==> src/rtl/ads_frame_readout.sv <==
// ads_frame_readout: per-channel serial ADC readout driven by the AFE channel clock.
// Each AFE_CLK rise starts settle -> conversion -> serial read -> one-cycle DONE,
// tagging the sample with a channel index that wraps every NUM_CH channels.
module ads_frame_readout #(
  parameter int SETTLE_CYC = 20,
  parameter int CONV_CYC   = 30,
  parameter int SCLK_HALF  = 2,
  parameter int DATA_W     = 16,
  parameter int NUM_CH     = 64
) (
  input  logic              CLK_100M,
  input  logic              CLK_RST,
  input  logic              ADS_INIT_OK,
  input  logic              AFE_CLK,
  input  logic              AFE_STI,
  output logic              ADS_CONVST,
  output logic              ADS_CS_N,
  output logic              ADS_SCLK,
  input  logic              ADS_SDO,
  output logic [DATA_W-1:0] DATA_OUT,
  output logic [5:0]        DATA_CH,
  output logic              DATA_VALID,
  output logic              FRAME_DONE,
  output logic              ERR_OVR
);

  localparam int CONVST_CYC = 4;
  localparam int CNT_MAX0   = (SETTLE_CYC > CONV_CYC) ? SETTLE_CYC : CONV_CYC;
  localparam int CNT_MAX    = (CNT_MAX0 > SCLK_HALF) ? CNT_MAX0 : SCLK_HALF;
  localparam int CNT_W      = $clog2(CNT_MAX + 1);
  localparam int HALF_W     = $clog2(2 * DATA_W);

  localparam logic [CNT_W-1:0]  SETTLE_LAST = CNT_W'(SETTLE_CYC - 1);
  localparam logic [CNT_W-1:0]  CONV_LAST   = CNT_W'(CONV_CYC - 1);
  localparam logic [CNT_W-1:0]  CONVST_LAST = CNT_W'(CONVST_CYC - 1);
  localparam logic [CNT_W-1:0]  HALF_LAST   = CNT_W'(SCLK_HALF - 1);
  localparam logic [HALF_W-1:0] HALFS_LAST  = HALF_W'(2 * DATA_W - 1);
  localparam logic [5:0]        CH_LAST     = 6'(NUM_CH - 1);

  typedef enum logic [2:0] {
    S_IDLE,
    S_SETTLE,
    S_CONV,
    S_READ,
    S_DONE
  } state_t;

  state_t              r_state, w_state_next;
  logic [CNT_W-1:0]    r_cnt, w_cnt_next;
  logic [HALF_W-1:0]   r_half, w_half_next;
  logic [DATA_W-1:0]   r_shift, w_shift_next;
  logic [5:0]          r_ch, w_ch_next;
  logic                r_afe_q;
  logic                r_convst, w_convst_next;
  logic                r_cs_n, w_cs_n_next;
  logic                r_sclk, w_sclk_next;
  logic [DATA_W-1:0]   r_dout, w_dout_next;
  logic [5:0]          r_dch, w_dch_next;
  logic                r_valid, w_valid_next;
  logic                r_fd, w_fd_next;
  logic                r_ovr, w_ovr_next;
  logic                w_rise;

  assign w_rise = AFE_CLK & ~r_afe_q;

  // AFE_CLK history keeps sampling during reset so a level that is already high
  // when reset releases is not mistaken for a fresh rise.
  always_ff @(posedge CLK_100M) begin
    r_afe_q <= AFE_CLK;
  end

  // State, counters and registered outputs.
  always_ff @(posedge CLK_100M) begin
    if (CLK_RST) begin
      r_state  <= S_IDLE;
      r_cnt    <= '0;
      r_half   <= '0;
      r_shift  <= '0;
      r_ch     <= '0;
      r_convst <= 1'b0;
      r_cs_n   <= 1'b1;
      r_sclk   <= 1'b0;
      r_dout   <= '0;
      r_dch    <= '0;
      r_valid  <= 1'b0;
      r_fd     <= 1'b0;
      r_ovr    <= 1'b0;
    end else begin
      r_state  <= w_state_next;
      r_cnt    <= w_cnt_next;
      r_half   <= w_half_next;
      r_shift  <= w_shift_next;
      r_ch     <= w_ch_next;
      r_convst <= w_convst_next;
      r_cs_n   <= w_cs_n_next;
      r_sclk   <= w_sclk_next;
      r_dout   <= w_dout_next;
      r_dch    <= w_dch_next;
      r_valid  <= w_valid_next;
      r_fd     <= w_fd_next;
      r_ovr    <= w_ovr_next;
    end
  end

  // Next state plus next values of every output; outputs are computed one cycle
  // early so that they are registered yet line up with the state they belong to.
  always_comb begin
    w_state_next  = r_state;
    w_cnt_next    = r_cnt;
    w_half_next   = r_half;
    w_shift_next  = r_shift;
    w_ch_next     = r_ch;
    w_convst_next = 1'b0;
    w_cs_n_next   = 1'b1;
    w_sclk_next   = 1'b0;
    w_valid_next  = 1'b0;
    w_fd_next     = 1'b0;
    w_dout_next   = r_dout;
    w_dch_next    = r_dch;
    // A rise while busy is dropped but remembered; STI masks the rise entirely.
    w_ovr_next    = r_ovr | (w_rise & ~AFE_STI & (r_state != S_IDLE));

    unique case (r_state)
      S_IDLE: begin
        if (w_rise && ADS_INIT_OK) begin
          w_state_next = S_SETTLE;
          w_cnt_next   = '0;
        end
      end
      S_SETTLE: begin
        if (r_cnt == SETTLE_LAST) begin
          w_state_next  = S_CONV;
          w_cnt_next    = '0;
          w_convst_next = 1'b1;
        end else begin
          w_cnt_next = r_cnt + CNT_W'(1);
        end
      end
      S_CONV: begin
        if (r_cnt == CONV_LAST) begin
          w_state_next = S_READ;
          w_cnt_next   = '0;
          w_half_next  = '0;
          w_cs_n_next  = 1'b0;
        end else begin
          w_cnt_next    = r_cnt + CNT_W'(1);
          w_convst_next = (r_cnt < CONVST_LAST);
        end
      end
      S_READ: begin
        w_cs_n_next = 1'b0;
        w_sclk_next = r_sclk;
        if (r_cnt == HALF_LAST) begin
          w_cnt_next = '0;
          if (r_half == HALFS_LAST) begin
            // Last high half done: release the ADC and publish the word.
            w_state_next = S_DONE;
            w_cs_n_next  = 1'b1;
            w_sclk_next  = 1'b0;
            w_valid_next = 1'b1;
            w_dout_next  = r_shift;
            w_dch_next   = r_ch;
            w_fd_next    = (r_ch == CH_LAST);
            w_ch_next    = (r_ch == CH_LAST) ? 6'd0 : r_ch + 6'd1;
          end else begin
            w_half_next = r_half + HALF_W'(1);
            w_sclk_next = ~r_sclk;
            if (!r_sclk) begin
              w_shift_next = {r_shift[DATA_W-2:0], ADS_SDO};
            end
          end
        end else begin
          w_cnt_next = r_cnt + CNT_W'(1);
        end
      end
      S_DONE: begin
        w_state_next = S_IDLE;
      end
      default: begin
        w_state_next = S_IDLE;
      end
    endcase

    // Frame start wins over everything: abort, park the ADC pins, restart channels.
    if (AFE_STI) begin
      w_state_next  = S_IDLE;
      w_cnt_next    = '0;
      w_ch_next     = '0;
      w_convst_next = 1'b0;
      w_cs_n_next   = 1'b1;
      w_sclk_next   = 1'b0;
      w_valid_next  = 1'b0;
      w_fd_next     = 1'b0;
      w_dout_next   = r_dout;
      w_dch_next    = r_dch;
    end
  end

  assign ADS_CONVST = r_convst;
  assign ADS_CS_N   = r_cs_n;
  assign ADS_SCLK   = r_sclk;
  assign DATA_OUT   = r_dout;
  assign DATA_CH    = r_dch;
  assign DATA_VALID = r_valid;
  assign FRAME_DONE = r_fd;
  assign ERR_OVR    = r_ovr;

endmodule

==> config.mk <==
export PLATFORM = sky130hd
export DESIGN_NAME = ads_frame_readout
export DESIGN_NICKNAME = d
export VERILOG_FILES = /design/src/rtl/ads_frame_readout.sv
export SDC_FILE = /design/constraint.sdc
export NUM_CORES = 1
export LEC_CHECK = 0
export ABC_AREA = 0
export BUFFER_PORTS_ARGS = -buffer_cell sky130_fd_sc_hd__buf_2
export CAP_MARGIN = 20
export CORE_ASPECT_RATIO = 2
export CORE_MARGIN = 4
export CORE_UTILIZATION = 30
export CTS_CLUSTER_DIAMETER = 40
export DETAILED_ROUTE_END_ITERATION = 10
export PLACE_DENSITY = 0.44
export SLEW_MARGIN = 10
export SYNTH_ARGS = -nofsm -noshare
export SYNTH_HDL_FRONTEND = slang
export SYNTH_SLANG_ARGS = --single-unit
==> constraint.sdc <==
create_clock -name CLK_100M -period 5.5 [get_ports CLK_100M]
set_input_delay 1.1 -clock CLK_100M [delete_from_list [all_inputs] [get_ports CLK_100M]]
set_output_delay 1.1 -clock CLK_100M [all_outputs]
set_load 0.02 [all_outputs]
==> impl_summary.txt <==
----------------------------------------------------
[Worst hold path]
  Cell count of the worst hold path ... 2
  Worst Hold End ... DATA_OUT[15]$_SDFFE_PP0P_
  Start point of the worst min-delay path ... DATA_OUT[15]$_SDFFE_PP0P_
  HP Class ... register to register

[Placement]
  Post-DP HPWL ... 4420 µm
  Final weighted congestion in routability-driven placement ... 0.828
  Number of buffers added on ports ... 33

[CTS]
  CTS Hold Buffers Added ... 0
  Post-CTS clock slew at the launch and capture registers of the worst setup and hold paths ... 0.05 ns
  Number of levels in the clock H-tree ... 3
  Clock tree from TritonCTS ... built
  Buffer levels on the longest clock path ... 2
  Number of cells upsized or downsized after cts ... 0
  Post-CTS setup buffer count ... 0
  Sinks on Clock Net ... 64
  Clock buffer count from CTS ... 9
  Clock root buffer master ... clkbuf_16
  Clock insertion delay at the later pin of the skew report ... 0.32 ns

[Synthesis]
  Net count after synthesis ... 335
  Post-synthesis sequential element count ... 64
  Netlist Area Pre-Place ... 2640 µm²
  Combinational family with the most area after synthesis ... simple AND/OR/NAND/NOR gates
  Warning count from the yosys run ... 0
  Multiplexer share of the synthesized area ... 0.00759
  EDFF count, synth ... 0
  Post-synthesis area per instance ... 8.16 µm²
  Post-synth ARST share ... 0
  Seq/Total Area, Yosys ... 0.486
  Top post-synthesis cells by area ... dfxtp_1 49%, nand2_1 13%, a21oi_1 9.3%
  Synthesized netlist cell count ... 323
  Area share of the largest cell type after synthesis ... 0.486
  Synth Area in Simple Gates ... 0.284
  Prevailing post-synth register cell ... dfxtp_1
  Largest area contributor in the synthesized netlist ... dfxtp_1
  Number of distinct library cell variants in the gate-level netlist after synthesis ... 41
  Post-Synth Adder-Cell Area ... 0.0285
  Xor/xnor cell area share of the yosys netlist ... 0.0133
  Compound-gate portion of the synthesized area ... 0.141

[Timing]
  Post-route clock skew ... 0.00473 ns
  Final min period ... 2.53 ns
  Final hold violation count ... 0
  Setup TNS ... 0 ns
  Fin crit share ... 0.459
  Final setup fails ... 0
  RSZ-0062 raised after global routing ... false
  Max-slew violations ... 0
  Tightest Pin Transition ... 0.848 ns
  Highest clock rate ... 396 MHz
  Normalized max-slew margin ... 0.430

[Routing]
  Drt via density ... 4.79
  Via count of the routed design ... 2179
  First-pass detailed-route iteration total ... 4
  # DRC ... 0
  Number of routed nets with antenna violations ... 0
  Total Routed Length ... 6180 µm
  Initial detailed-routing violation count ... 126
  Final routed wire length divided by cell count ... 13.6 µm

[Power]
  Power density over the cells ... 340 nW/µm²
  Switching part of the total power ... 0.188
  Logic gate share of total power ... 0.014
  Portion of total power attributed to sequential cells ... 0.431
  Net switching component of the power ... 203 µW
  Internal Power ... 877 µW
  Peak supply drop ... 0.000155 V
  P_leak ... 0.00125 µW
  Clock network power share ... 0.555

[Cells and area]
  Fraction of the core area covered by cells at the end of the flow ... 0.370
  Commonest cells after routing, fill and taps aside ... 90 x nand2_1, 64 x dfxtp_1, 49 x a21oi_1
  Layout cells sized above 1 ... 0.152
  Fillers ... 904
  Area growth, synth to finish ... 20.6%
  Nets@finish ... 362
  Antenna Diode Count ... 0
  Most common library cell in the layout ignoring fill and taps ... nand2_1

[Critical path]
  Worst setup path class ... register to register
  Critical register-to-register path startpoint ... r_cnt[0]$_SDFFE_PP0P_
  Delay of the slowest cell on the worst path ... 0.88 ns
  Path depth of the worst reg2reg path ... 5
  Type of element launching the critical path ... register
  Arrival time of data at the critical path endpoint ... 2.70 ns
  Sort of element at the end of the critical path ... register
  Peak fanout along the critical path ... 22
  Cell with the biggest individual delay on the critical path ... or4_1
  Startpoint of the worst setup timing path ... r_cnt[0]$_SDFFE_PP0P_
  R2R setup slack ... 2.97 ns
  Data required time at the worst endpoint ... 5.67 ns
  Crit path cell chain ... ha_1 -> or4b_4 -> or4_1 -> nand2_1 -> a21oi_1
  FF-to-FF End ... DATA_CH[1]$_SDFFE_PP0P_

[Floorplan]
  Horizontal extent of the die ... 74.3 µm
  Placeable core region ... 8590 µm²
  Site Rows ... 48
  Area enclosed by the die boundary ... 10400 µm²
  I/O pin total ... 34
  Die Y-Extent ... 141 µm
  Starting utilization of the core area ... 0.307

[Job]
  Max-capacitance violation count ... 0

[Status]
  Run status ... completed

[Global route]
  Global routing usage summed across all routing layers ... 0.130
  Wire length of the first global-routing pass ... 10400 µm
  Maximum number of pins on one net before global-route repair ... 45
  Total gr overflow ... 0
  Number of global-route vias before repair ... 2105
  Antenna violations before repair ... 0

----------------------------------------------------
[how the worst max path moves through the flow]
stage | endpoint | cells past startpoint
3_3_place_gp | DATA_CH[5]$_SDFFE_PP0P_ | 4
2_1_floorplan | DATA_CH[0]$_SDFFE_PP0P_ | 4
4_1_cts | DATA_CH[1]$_SDFFE_PP0P_ | 4
5_1_grt | DATA_OUT[9]$_SDFFE_PP0P_ | 4
3_5_place_dp | DATA_CH[1]$_SDFFE_PP0P_ | 4
6_report | DATA_CH[1]$_SDFFE_PP0P_ | 5
[per-stage QoR]
stage | setup slack, ns | power, µW | hold WS [ns] | instance area, µm² | cells
final | 2.97 | 1080 | 0.447 | 3180 | 455
after global routing | 2.73 | 1120 | 0.473 | 3180 | 455
after CTS | 2.93 | 1100 | 0.452 | 3180 | 455
after detailed placement | 2.91 | 491 | 0.445 | 2860 | 439
after global placement | 2.91 | 491 | 0.440 | 2860 | 439
after floorplan | 3.37 | 486 | 0.432 | 2640 | 323
[routing by layer]
layer / vias to the layer above / track usage / part of all wire
met4: 0 / 0.0647 / 0.022
met3: 8 / 0.0343 / 0.034
met2: 35 / 0.232 / 0.55
met1: 990 / 0.134 / 0.39
li1: 1146 / - / -
met5: - / 0 / 0
[state kept, by name, indices dropped and copies added (netlist names)]
signal      count
DATA_OUT       16
ERR_OVR         1
r_shift        16
r_ch            6
DATA_VALID      1
ADS_CS_N        1
FRAME_DONE      1
ADS_SCLK        1
r_state         3
r_half          5
r_afe_q         1
r_cnt           5
DATA_CH         6
ADS_CONVST      1
[cell families (layout without fill, tap and decap cells)]
logic type	after synthesis	after routing
AO/OA/AOI/OAI	67	67
adder cells (fa/ha/maj)	6	6
multiplexers	2	2
XOR/XNOR	4	4
buffers and inverters	24	56
AND/OR/NAND/NOR	156	156
flip-flops	64	64
[power groups by stage]
stage / logic, µW / registers [µW] / clock network (µW)
3_3_place_gp: 15.8 / 475 / 0
4_1_cts: 15.9 / 465 / 619
5_1_grt: 17.3 / 465 / 635
6_report: 15.5 / 466 / 599
2_1_floorplan: 10.9 / 475 / 0
3_5_place_dp: 15.9 / 475 / 0
[cell type report]
cell class	count	area, µm²	area share
flip-flops and latches	64	1280	0.403
multi-input cells	235	1260	0.397
clock buffers	13	250	0.0787
repair buffers	34	173	0.0543
well taps	100	125	0.0394
clock inverters	3	65.1	0.0205
inverters	6	22.5	0.00709
[synthesized netlist by cell type (2+ instances only)]
library cell	number
a31oi_1	4
ha_1	6
nand2_1	90
buf_2	4
a21o_1	2
nor2_1	22
dfxtp_1	64
a21oi_1	49
nand3_1	6
clkbuf_1	13
inv_1	6
a22oi_1	2
nor2b_1	3
and3_1	6
or3_1	2
nand4_1	5
nor3b_1	2
o21ai_0	3
nor3_1	7
mux2i_1	2
xor2_1	2
o21a_1	2
xnor2_1	2
nand3b_1	2
[critical path, delay by kind of cell, from the launching register on]
family | cells | cell delay (ns)
and+or+nand+nor | 3 | 1.67
DFF | 1 | 0.42
adders and majority gates | 1 | 0.19
AOI/OAI and AO/OA | 1 | 0.08
Note: power is estimated with default switching activity, not from simulation.
